==> src/rtl/tlb_lookup_if.sv <==
// Bundles the TLB search, write, read and Random buses between the MMUs/CP0 and the TLB array.
// With TLB_STAT_EN defined, the per-port miss counters travel on this interface too.
interface tlb_lookup_if #(
    parameter int TLBNUM = 16
);
    localparam int IW = $clog2(TLBNUM);

    logic [18:0]   s0_vpn;
    logic          s0_odd;
    logic [7:0]    s0_asid;
    logic          s0_en;
    logic          s0_found;
    logic [IW-1:0] s0_index;
    logic [19:0]   s0_pfn;
    logic [2:0]    s0_c;
    logic          s0_d;
    logic          s0_v;

    logic [18:0]   s1_vpn;
    logic          s1_odd;
    logic [7:0]    s1_asid;
    logic          s1_en;
    logic          s1_found;
    logic [IW-1:0] s1_index;
    logic [19:0]   s1_pfn;
    logic [2:0]    s1_c;
    logic          s1_d;
    logic          s1_v;

    logic          we;
    logic [IW-1:0] w_index;
    logic [77:0]   w_entry;
    logic          r_req;
    logic [IW-1:0] r_index;
    logic          r_valid;
    logic [77:0]   r_entry;
    logic [IW-1:0] wired;
    logic          wired_we;
    logic [IW-1:0] random_index;

`ifdef TLB_STAT_EN
    logic [31:0]   s0_miss_cnt;
    logic [31:0]   s1_miss_cnt;

    modport slave (
        input  s0_vpn, s0_odd, s0_asid, s0_en,
        output s0_found, s0_index, s0_pfn, s0_c, s0_d, s0_v,
        input  s1_vpn, s1_odd, s1_asid, s1_en,
        output s1_found, s1_index, s1_pfn, s1_c, s1_d, s1_v,
        input  we, w_index, w_entry, r_req, r_index, wired, wired_we,
        output r_valid, r_entry, random_index, s0_miss_cnt, s1_miss_cnt
    );

    modport master (
        output s0_vpn, s0_odd, s0_asid, s0_en,
        input  s0_found, s0_index, s0_pfn, s0_c, s0_d, s0_v,
        output s1_vpn, s1_odd, s1_asid, s1_en,
        input  s1_found, s1_index, s1_pfn, s1_c, s1_d, s1_v,
        output we, w_index, w_entry, r_req, r_index, wired, wired_we,
        input  r_valid, r_entry, random_index, s0_miss_cnt, s1_miss_cnt
    );
`else
    modport slave (
        input  s0_vpn, s0_odd, s0_asid, s0_en,
        output s0_found, s0_index, s0_pfn, s0_c, s0_d, s0_v,
        input  s1_vpn, s1_odd, s1_asid, s1_en,
        output s1_found, s1_index, s1_pfn, s1_c, s1_d, s1_v,
        input  we, w_index, w_entry, r_req, r_index, wired, wired_we,
        output r_valid, r_entry, random_index
    );

    modport master (
        output s0_vpn, s0_odd, s0_asid, s0_en,
        input  s0_found, s0_index, s0_pfn, s0_c, s0_d, s0_v,
        output s1_vpn, s1_odd, s1_asid, s1_en,
        input  s1_found, s1_index, s1_pfn, s1_c, s1_d, s1_v,
        output we, w_index, w_entry, r_req, r_index, wired, wired_we,
        input  r_valid, r_entry, random_index
    );
`endif

endinterface

==> src/rtl/tlb_lookup.sv <==
// Joint I/D TLB: two zero-latency search ports, TLBWI/TLBWR write, TLBR read and the Random counter.
// Optional per-port miss statistics are enabled with the TLB_STAT_EN macro.
module tlb_lookup #(
    parameter int TLBNUM = 16
) (
    input  logic         clk,
    input  logic         rst_n,
    tlb_lookup_if.slave  bus
);
    localparam int IW = $clog2(TLBNUM);
    localparam logic [IW-1:0] RAND_TOP = IW'(TLBNUM - 1);

    typedef struct packed {
        logic          found;
        logic [IW-1:0] index;
        logic [19:0]   pfn;
        logic [2:0]    c;
        logic          d;
        logic          v;
    } search_res_t;

    logic [77:0]   entry_q [TLBNUM];
    logic          r_valid_q;
    logic [77:0]   r_entry_q;
    logic [IW-1:0] rand_q;
    logic [IW-1:0] rand_d;
    search_res_t   s0_res;
    search_res_t   s1_res;

    // Scan from the top down so the lowest matching index is the one left standing.
    function automatic search_res_t lookup(input logic [18:0] vpn,
                                           input logic        odd,
                                           input logic [7:0]  asid);
        search_res_t res;
        search_res_t cand;
        logic        hit;
        res = '0;
        for (int i = TLBNUM - 1; i >= 0; i--) begin
            hit        = (entry_q[i][77:59] == vpn) &&
                         (entry_q[i][50] || (entry_q[i][58:51] == asid));
            cand.found = 1'b1;
            cand.index = IW'(i);
            cand.pfn   = odd ? entry_q[i][24:5] : entry_q[i][49:30];
            cand.c     = odd ? entry_q[i][4:2]  : entry_q[i][29:27];
            cand.d     = odd ? entry_q[i][1]    : entry_q[i][26];
            cand.v     = odd ? entry_q[i][0]    : entry_q[i][25];
            res        = hit ? cand : res;
        end
        return res;
    endfunction

    // Port 0 (instruction side) combinational search.
    always_comb begin
        s0_res = lookup(bus.s0_vpn, bus.s0_odd, bus.s0_asid);
    end

    // Port 1 (data side and TLBP) combinational search.
    always_comb begin
        s1_res = lookup(bus.s1_vpn, bus.s1_odd, bus.s1_asid);
    end

    assign bus.s0_found = s0_res.found;
    assign bus.s0_index = s0_res.index;
    assign bus.s0_pfn   = s0_res.pfn;
    assign bus.s0_c     = s0_res.c;
    assign bus.s0_d     = s0_res.d;
    assign bus.s0_v     = s0_res.v;
    assign bus.s1_found = s1_res.found;
    assign bus.s1_index = s1_res.index;
    assign bus.s1_pfn   = s1_res.pfn;
    assign bus.s1_c     = s1_res.c;
    assign bus.s1_d     = s1_res.d;
    assign bus.s1_v     = s1_res.v;

    // Entry storage: TLBWI/TLBWR land at the edge, so same-cycle searches see old contents.
    always_ff @(posedge clk or negedge rst_n) begin
        if (!rst_n) begin
            for (int i = 0; i < TLBNUM; i++) begin
                entry_q[i] <= 78'd0;
            end
        end else if (bus.we) begin
            entry_q[bus.w_index] <= bus.w_entry;
        end else begin
            entry_q[bus.w_index] <= entry_q[bus.w_index];
        end
    end

    // TLBR: one-cycle read of the pre-write entry; data holds when no request is made.
    always_ff @(posedge clk or negedge rst_n) begin
        if (!rst_n) begin
            r_valid_q <= 1'b0;
            r_entry_q <= 78'd0;
        end else if (bus.r_req) begin
            r_valid_q <= 1'b1;
            r_entry_q <= entry_q[bus.r_index];
        end else begin
            r_valid_q <= 1'b0;
            r_entry_q <= r_entry_q;
        end
    end

    assign bus.r_valid = r_valid_q;
    assign bus.r_entry = r_entry_q;

    // Random walks down from the top and wraps once it reaches Wired, keeping wired entries safe.
    always_comb begin
        if (bus.wired_we) begin
            rand_d = RAND_TOP;
        end else if (bus.wired >= RAND_TOP) begin
            rand_d = RAND_TOP;
        end else if (rand_q <= bus.wired) begin
            rand_d = RAND_TOP;
        end else begin
            rand_d = rand_q - IW'(1);
        end
    end

    // Random counter register.
    always_ff @(posedge clk or negedge rst_n) begin
        if (!rst_n) begin
            rand_q <= RAND_TOP;
        end else begin
            rand_q <= rand_d;
        end
    end

    assign bus.random_index = rand_q;

`ifdef TLB_STAT_EN
    logic [31:0] s0_miss_q;
    logic [31:0] s1_miss_q;

    // Saturating miss counters, qualified by each port's lookup enable.
    always_ff @(posedge clk or negedge rst_n) begin
        if (!rst_n) begin
            s0_miss_q <= 32'd0;
            s1_miss_q <= 32'd0;
        end else begin
            if (bus.s0_en && !s0_res.found && (s0_miss_q != 32'hFFFF_FFFF)) begin
                s0_miss_q <= s0_miss_q + 32'd1;
            end else begin
                s0_miss_q <= s0_miss_q;
            end
            if (bus.s1_en && !s1_res.found && (s1_miss_q != 32'hFFFF_FFFF)) begin
                s1_miss_q <= s1_miss_q + 32'd1;
            end else begin
                s1_miss_q <= s1_miss_q;
            end
        end
    end

    assign bus.s0_miss_cnt = s0_miss_q;
    assign bus.s1_miss_cnt = s1_miss_q;
`else
    logic unused_en;
    assign unused_en = bus.s0_en ^ bus.s1_en;
`endif

endmodule

==> src/flat_wrapper.sv <==
// flat-port wrapper written by rule: the top's interface ports become plain ports
module tlb_lookup_flat 
#(
    parameter int TLBNUM = 16
)
  (clk, rst_n, bus_s0_vpn, bus_s0_odd, bus_s0_asid, bus_s0_en, bus_s0_found, bus_s0_index, bus_s0_pfn, bus_s0_c, bus_s0_d, bus_s0_v, bus_s1_vpn, bus_s1_odd, bus_s1_asid, bus_s1_en, bus_s1_found, bus_s1_index, bus_s1_pfn, bus_s1_c, bus_s1_d, bus_s1_v, bus_we, bus_w_index, bus_w_entry, bus_r_req, bus_r_index, bus_wired, bus_wired_we, bus_r_valid, bus_r_entry, bus_random_index);
  tlb_lookup_if #(.TLBNUM(TLBNUM)) bus_i ();
  input  logic clk;
  input  logic rst_n;
  input wire logic [$bits(bus_i.s0_vpn)-1:0] bus_s0_vpn;
  input wire logic [$bits(bus_i.s0_odd)-1:0] bus_s0_odd;
  input wire logic [$bits(bus_i.s0_asid)-1:0] bus_s0_asid;
  input wire logic [$bits(bus_i.s0_en)-1:0] bus_s0_en;
  output wire logic [$bits(bus_i.s0_found)-1:0] bus_s0_found;
  output wire logic [$bits(bus_i.s0_index)-1:0] bus_s0_index;
  output wire logic [$bits(bus_i.s0_pfn)-1:0] bus_s0_pfn;
  output wire logic [$bits(bus_i.s0_c)-1:0] bus_s0_c;
  output wire logic [$bits(bus_i.s0_d)-1:0] bus_s0_d;
  output wire logic [$bits(bus_i.s0_v)-1:0] bus_s0_v;
  input wire logic [$bits(bus_i.s1_vpn)-1:0] bus_s1_vpn;
  input wire logic [$bits(bus_i.s1_odd)-1:0] bus_s1_odd;
  input wire logic [$bits(bus_i.s1_asid)-1:0] bus_s1_asid;
  input wire logic [$bits(bus_i.s1_en)-1:0] bus_s1_en;
  output wire logic [$bits(bus_i.s1_found)-1:0] bus_s1_found;
  output wire logic [$bits(bus_i.s1_index)-1:0] bus_s1_index;
  output wire logic [$bits(bus_i.s1_pfn)-1:0] bus_s1_pfn;
  output wire logic [$bits(bus_i.s1_c)-1:0] bus_s1_c;
  output wire logic [$bits(bus_i.s1_d)-1:0] bus_s1_d;
  output wire logic [$bits(bus_i.s1_v)-1:0] bus_s1_v;
  input wire logic [$bits(bus_i.we)-1:0] bus_we;
  input wire logic [$bits(bus_i.w_index)-1:0] bus_w_index;
  input wire logic [$bits(bus_i.w_entry)-1:0] bus_w_entry;
  input wire logic [$bits(bus_i.r_req)-1:0] bus_r_req;
  input wire logic [$bits(bus_i.r_index)-1:0] bus_r_index;
  input wire logic [$bits(bus_i.wired)-1:0] bus_wired;
  input wire logic [$bits(bus_i.wired_we)-1:0] bus_wired_we;
  output wire logic [$bits(bus_i.r_valid)-1:0] bus_r_valid;
  output wire logic [$bits(bus_i.r_entry)-1:0] bus_r_entry;
  output wire logic [$bits(bus_i.random_index)-1:0] bus_random_index;
  assign bus_i.s0_vpn = bus_s0_vpn;
  assign bus_i.s0_odd = bus_s0_odd;
  assign bus_i.s0_asid = bus_s0_asid;
  assign bus_i.s0_en = bus_s0_en;
  assign bus_s0_found = bus_i.s0_found;
  assign bus_s0_index = bus_i.s0_index;
  assign bus_s0_pfn = bus_i.s0_pfn;
  assign bus_s0_c = bus_i.s0_c;
  assign bus_s0_d = bus_i.s0_d;
  assign bus_s0_v = bus_i.s0_v;
  assign bus_i.s1_vpn = bus_s1_vpn;
  assign bus_i.s1_odd = bus_s1_odd;
  assign bus_i.s1_asid = bus_s1_asid;
  assign bus_i.s1_en = bus_s1_en;
  assign bus_s1_found = bus_i.s1_found;
  assign bus_s1_index = bus_i.s1_index;
  assign bus_s1_pfn = bus_i.s1_pfn;
  assign bus_s1_c = bus_i.s1_c;
  assign bus_s1_d = bus_i.s1_d;
  assign bus_s1_v = bus_i.s1_v;
  assign bus_i.we = bus_we;
  assign bus_i.w_index = bus_w_index;
  assign bus_i.w_entry = bus_w_entry;
  assign bus_i.r_req = bus_r_req;
  assign bus_i.r_index = bus_r_index;
  assign bus_i.wired = bus_wired;
  assign bus_i.wired_we = bus_wired_we;
  assign bus_r_valid = bus_i.r_valid;
  assign bus_r_entry = bus_i.r_entry;
  assign bus_random_index = bus_i.random_index;
  tlb_lookup #(.TLBNUM(TLBNUM)) u_core (.clk(clk), .rst_n(rst_n), .bus(bus_i));
endmodule
==> config.mk <==
export PLATFORM = sky130hd
export DESIGN_NAME = tlb_lookup_flat
export DESIGN_NICKNAME = d
export VERILOG_FILES = /design/src/rtl/tlb_lookup_if.sv /design/src/rtl/tlb_lookup.sv /design/src/flat_wrapper.sv
export SDC_FILE = /design/constraint.sdc
export NUM_CORES = 2
export LEC_CHECK = 0
export BUFFER_PORTS_ARGS = -buffer_cell sky130_fd_sc_hd__buf_4
export CAP_MARGIN = 20
export CORE_UTILIZATION = 30
export DETAILED_ROUTE_END_ITERATION = 6
export SYNTH_ARGS = -nofsm -noshare
export SYNTH_HDL_FRONTEND = slang
export SYNTH_SLANG_ARGS = --single-unit
==> constraint.sdc <==
create_clock -name clk -period 4.1 [get_ports clk]
set_clock_uncertainty 0.2 [all_clocks]
set_input_delay 0.82 -clock clk [delete_from_list [all_inputs] [get_ports clk]]
set_output_delay 0.82 -clock clk [all_outputs]
set_load 0.02 [all_outputs]
Yosys cells after proc, flatten, opt, wreduce, memory -nomap -nowiden
Index checks and enable logic that the tools add are counted.

storage, ports and cells
  register bits = 1331
  word-level logic and storage cells = 331
  input port bits = 153
  output and inout port bits = 143

cells by class
  $lt $le $gt $ge = 5
  equal/unequal tests = 64
  reduce and logical (&&, ||, !) cells = 65
  muxes and demuxes = 175
  bitwise operators = 2
  $add $sub $neg = 1

operators by type and width
  operator                                                     number
  bitwise mux 1248 bit                                         2
  2-to-1 mux 1248 bit                                          1
  2-to-1 mux 30 bit                                            32
  2-to-1 mux 20 bit                                            32
  binary-select mux 78 bit (select 4 bit)                      2
  equality test 19 bit                                         32
  2-to-1 mux 78 bit                                            5
  demux 78 bit (select 4 bit)                                  1
  equality test 8 bit                                          32
  2-to-1 mux 3 bit                                             32
  2-to-1 mux 1 bit                                             65
  logical AND 1 bit                                            33
  logical OR 1 bit                                             32
  2-to-1 mux 4 bit                                             3
  >= comparator 5 bit (second input constant)                  2
  inverter 4 -> 5 bit                                          2
  less-than comparator 5 x 1 -> 1 bit (second input constant)  1
  >= comparator 4 bit (second input constant)                  1
  <= comparator 4 bit                                          1
  subtractor 4 x 1 -> 4 bit (second input constant)            1

Logic depth before layout (Yosys ltp)
  depth in word-level cells = 19
  gate-level depth with buffers = 13

Worst setup path before layout
No wires, ideal clock.

  path kind = input to output
  start point = input bus_s1_vpn[9]
  end point = output bus_s1_index[1]
  stages = 9
  arrival time = 3.171 ns
  data required time = 3.080 ns
  setup slack = -0.091 ns
  cell sequence = buf_2 -> buf_2 -> xor2_1 -> nor4_1 -> nand2_1 -> or4_1 -> buf_2 -> buf_2 -> a311oi_1

between the ends
  cells in the longest elaborated chain, start to end = 18

ends and longest elaborated chain
  item                             line                source
  from (decl)                      flat_wrapper.sv:20  input wire logic [$bits(bus_i.s1_vpn)-1:0] bus_s1_vpn;
  equality test 19 bit             tlb_lookup.sv:39    hit = (entry_q[i][77:59] == vpn) &&
  logical AND 1 bit                tlb_lookup.sv:39
  2-to-1 mux 30 bit (15 in a row)  tlb_lookup.sv:47    res = hit ? cand : res;
  2-to-1 mux 30 bit *              tlb_lookup.sv:47
  to (decl)                        flat_wrapper.sv:25  output wire logic [$bits(bus_i.s1_index)-1:0] bus_s1_index;

Mark *: on every way between the ends. The rest lies on a longest branch, timed or not.

Worst setup path after layout
  start point = register u_core.entry_q[75] (netlist bit)
  end point = output bus_s1_c[2]

between the ends
  cells in the longest elaborated chain, start to end = 18

ends and longest elaborated chain
  item                               line                source
  from (decl)                        tlb_lookup.sv:22    logic [77:0] entry_q [TLBNUM];
  from (signal, indexed assignment)  tlb_lookup.sv:82    entry_q[bus.w_index] <= bus.w_entry;
  from (signal, indexed assignment)  tlb_lookup.sv:84    entry_q[bus.w_index] <= entry_q[bus.w_index];
  equality test 19 bit               tlb_lookup.sv:39
  logical AND 1 bit                  tlb_lookup.sv:39
  2-to-1 mux 30 bit (16 in a row)    tlb_lookup.sv:47
  to (decl)                          flat_wrapper.sv:27  output wire logic [$bits(bus_i.s1_c)-1:0] bus_s1_c;

No other way between the ends.

==> results.yml <==
setup_path:
  cp_common_cell: "buf_12"
  end_kind: "output pin"
  worstReg2RegStart: "u_core.entry_q[1064]"
  critical_path_class: "reg2out"
  rr_worst_depth: 6
  cp.arrival_ns: 4.27
  regToRegSetupSlack_ns: 1.20
  cp.required_ns: 3.08
  worst_path_max_delay_cell: "dfrtp_2"
  cp_max_fo: 8
  worstSetupStartpointType: "flop"
  slowest_delay_ns: 0.46
  crit_chain: "xor2_1 -> nor4_4 -> buf_4 -> nand4_1 -> buf_4 -> or3_4 -> or2_4 -> buf_12 -> buf_12 -> buf_12 -> o21ai_4 -> a211oi_2 -> o21ai_2 -> a41o_4 -> buf_6"
  worstSetupEndpoint: "bus_s1_c[2]"
  crit_start: "u_core.entry_q[75]"
  worstReg2RegEnd: "u_core.entry_q[206]"
floorplan:
  die_x_um: 558.4
  io-pin-count: 296
  design.core.area_mm2: 0.3068
  fp.dieArea_mm2: 0.3119
  rows: 203
  start_util_pct: 30.27
  die_y_um: 558.4
timing:
  whs_ns: 0.1455
  worstMarginPinSlew_ns: 1.051
  max_freq_mhz: 188.9
  setup_violations: 60
  hold_viol_final: 0
  rsz0062_at_grt: "yes"
  worst_slew_margin_rel_pct: 29.92
  tns_ns: -60.27
  period_minus_slack_ns: 5.294
  final.period_utilization_pct: 129.1
  fin_ws_ns: -1.194
  maxSlewViolCount: 0
power_and_ir_drop:
  pwr-share-clk_pct: 26.1
  power.leakage_uw: 0.05083
  seq_power_share_pct: 34.5
  ir_drop_v: 0.0003542
  intPower_uw: 38550
  switching_share_pct: 39.27
  pwr_density_cell_mw_per_mm2: 511.2
  combPwrFrac_pct: 39.3
  power_uw: 63480
  p_sw_uw: 24930
layout:
  area_growth_pct: 33.69
  n_fill_cell: 29370
  multi_input_comb_area_mm2: 0.05918
  seqCellArea_mm2: 0.03337
  instances_no_fill: 14400
  finalNetCount: 10310
  drive_above_1_share_pct: 39.61
global_routing:
  grt_max_degree: 154
  grtUsageTotal_pct: 31.15
  grt_pass1_vias: 84410
  grt_pass1_wl_mm: 683.7
  antenna_found_initial: 30
  grt.overflow.total: 0
drt:
  ant_nets: 0
  route.detailed.drc: 3
  vias_per_cell: 6.060
  drt-initial-drc-count: 12980
  route.vias.total: 87250
  wl_mm: 499.0
  firstDrtPassIters: 7
  wl_per_cell_um: 34.66
yosys:
  syn_area_mm2: 0.09289
  synthTopCellsByArea: "dfrtp_1 (36%), mux4_2 (19%), mux2i_1 (6.6%)"
  yosys.area.top_type: "dfrtp_1"
  yosysWarningCount: 0
  synth-seq-cells: 1331
  synth_flop_cell: "dfrtp_1"
  ys_seq_area_share_pct: 35.86
  syn_inst: 8841
  synth_cell_type_count: 64
  synth_top_area_share_pct: 35.75
  syn_nets: 8999
  synth_edf_count: 0
  async_flop_share_pct: 100.0
  syn_avg_cell_area_um2: 10.51
clocking:
  h-tree-depth: 4
  cts_made_buffers: 172
  clock_sinks: 1331
  clockRootBuffer: "clkbuf_16"
  cts_buffer_depth: 4
  clk_pin_slew_ns: 0.06
  tritoncts: "built"
  clk-insertion-delay-late_ns: 0.86
placed_design:
  dp.cells: 13940
  gp_congestion: 1.029
  dpl.hpwl_mm: 356.3
  io_buffers: 293
outcome:
  status: "finished with violations"
  violations: "design-rule violations, negative setup slack"
job:
  cap_violations: 0
hold_path:
  hold_path.class: "in2reg"
-- cell type report --
| cell class | count | share of cell area [%] |
|---|---|---|
| antenna | 16 | 0.03224 |
| clock inverter | 73 | 0.8584 |
| tap | 4100 | 4.131 |
| multi-input combinational | 6596 | 47.66 |
| timing repair buffer | 2037 | 16.41 |
| inverter | 15 | 0.05541 |
| clock buffer | 230 | 3.982 |
| sequential | 1331 | 26.87 |
-- cell families after synthesis --
family | synth area share, %
AOI/OAI and AO/OA | 12.11
and+or+nand+nor | 9.216
buffers and inverters | 4.535
xor gates and xnor gates | 8.165
DFF | 35.86
adders and majority gates | 0.06735
muxes | 30.04
-- power groups by stage --
| stage | clock network [µW] | registers (µW) | logic [µW] |
|---|---|---|---|
| after floorplan | 0 | 20600 | 12200 |
| after global placement | 0 | 21500 | 23000 |
| after detailed placement | 0 | 21700 | 23300 |
| after CTS | 16800 | 21600 | 24100 |
| after global routing | 17300 | 22200 | 26100 |
| final | 16600 | 21900 | 25000 |
-- registers in the layout, indices dropped and copies added (netlist names) --
signal,cells
u_core.bus.r_entry,78
u_core.bus.r_valid,1
u_core.bus.random_index,4
u_core.entry_q,1248
-- metal layers --
layer	vias up	part of all wire (%)	GRT usage [%]
met1	44310	39	41.23
met2	6222	43	46.19
met3	1397	11	8.297
li1	35310	-	-
met5	-	0.032	0
met4	24	6.9	16.87
-- per-stage QoR --
step           utilization, %  cell area, µm²  setup WS, ns
2_1_floorplan               -           92980       0.06406
3_3_place_gp            36.51          112000        -1.572
3_5_place_dp            36.51          112000        -1.481
4_1_cts                 39.79          122100        -1.214
5_1_grt                 40.46          124200        -1.205
6_report                40.47          124200        -1.194
-- how the worst min path moves through the flow --
stage	from	end	slack (ns)	cells past startpoint
2_1_floorplan	u_core.bus.random_index[0]	u_core.bus.random_index[0]	0.29	1
3_3_place_gp	u_core.bus.random_index[0]	u_core.bus.random_index[0]	0.25	1
3_5_place_dp	u_core.bus.random_index[0]	u_core.bus.random_index[0]	0.26	1
4_1_cts	bus_wired_we	u_core.bus.random_index[3]	0.09	5
5_1_grt	bus_wired_we	u_core.bus.random_index[2]	0.17	5
6_report	bus_wired_we	u_core.bus.random_index[3]	0.15	5
-- layout by cell type, fill, tap and decap left out, types with 32 or more instances in the layout --
cell,n
nor4_4,32
o21ai_0,441
buf_12,306
mux4_2,780
a221oi_1,36
clkbuf_8,41
dfrtp_2,46
mux2i_1,602
nor4_1,117
a221oi_2,37
a211oi_1,48
a22o_1,50
a21oi_1,1003
a21oi_2,43
xor2_2,34
clkbuf_16,181
nor2_1,945
nand2_1,480
buf_4,1531
nor3_1,57
mux2_2,352
nor4_2,48
buf_6,150
dfrtp_1,1281
xnor2_1,161
nand3_1,67
o21ai_1,41
o22ai_1,47
nand4_1,47
xor2_1,630
-- worst max-delay path: cells and delay by family, from the launching register on --
kind | cells | cell delay [ns]
simple gates | 4 | 1.11
buf+inv | 6 | 0.99
compound gates | 4 | 0.64
flops | 1 | 0.46
xor+xnor | 1 | 0.20
-- cells in the mapped netlist (4+ instances only) --
| master | number |
|---|---|
| o22ai_1 | 74 |
| buf_1 | 63 |
| nor2_1 | 980 |
| clkbuf_1 | 506 |
| buf_2 | 219 |
| xnor2_1 | 184 |
| nand4_1 | 47 |
| nand3_1 | 89 |
| nor2_2 | 4 |
| nand2b_1 | 8 |
| inv_1 | 10 |
| ha_1 | 5 |
| buf_6 | 23 |
| or3_1 | 35 |
| nor3_1 | 100 |
| or2_2 | 5 |
| dfstp_2 | 4 |
| o221ai_1 | 49 |
| mux2_2 | 352 |
| mux4_2 | 780 |
| o211ai_1 | 24 |
| o21ai_0 | 492 |
| nor4_1 | 195 |
| o21ai_1 | 29 |
| a221oi_2 | 20 |
| a221oi_1 | 55 |
| a41o_1 | 30 |
| a21oi_1 | 1064 |
| mux2i_1 | 608 |
| nand2_1 | 488 |
| buf_4 | 88 |
| nor3_2 | 8 |
| a211oi_1 | 72 |
| and3_1 | 6 |
| mux2i_2 | 21 |
| a22o_1 | 50 |
| dfrtp_1 | 1327 |
| xor2_1 | 682 |
-- timing repair --
| action | in CTS | in global routing |
|---|---|---|
| hold buffers | 1 | 0 |
| pin swaps | 213 | 203 |
| gates cloned | 18 | 7 |
| hold endpoints to repair | 32 | 0 |
| gates resized for setup | 614 | 297 |
| setup buffers | 85 | 51 |
| setup endpoints to repair | 60 | 60 |
Note: power is estimated with default switching activity, not from simulation.
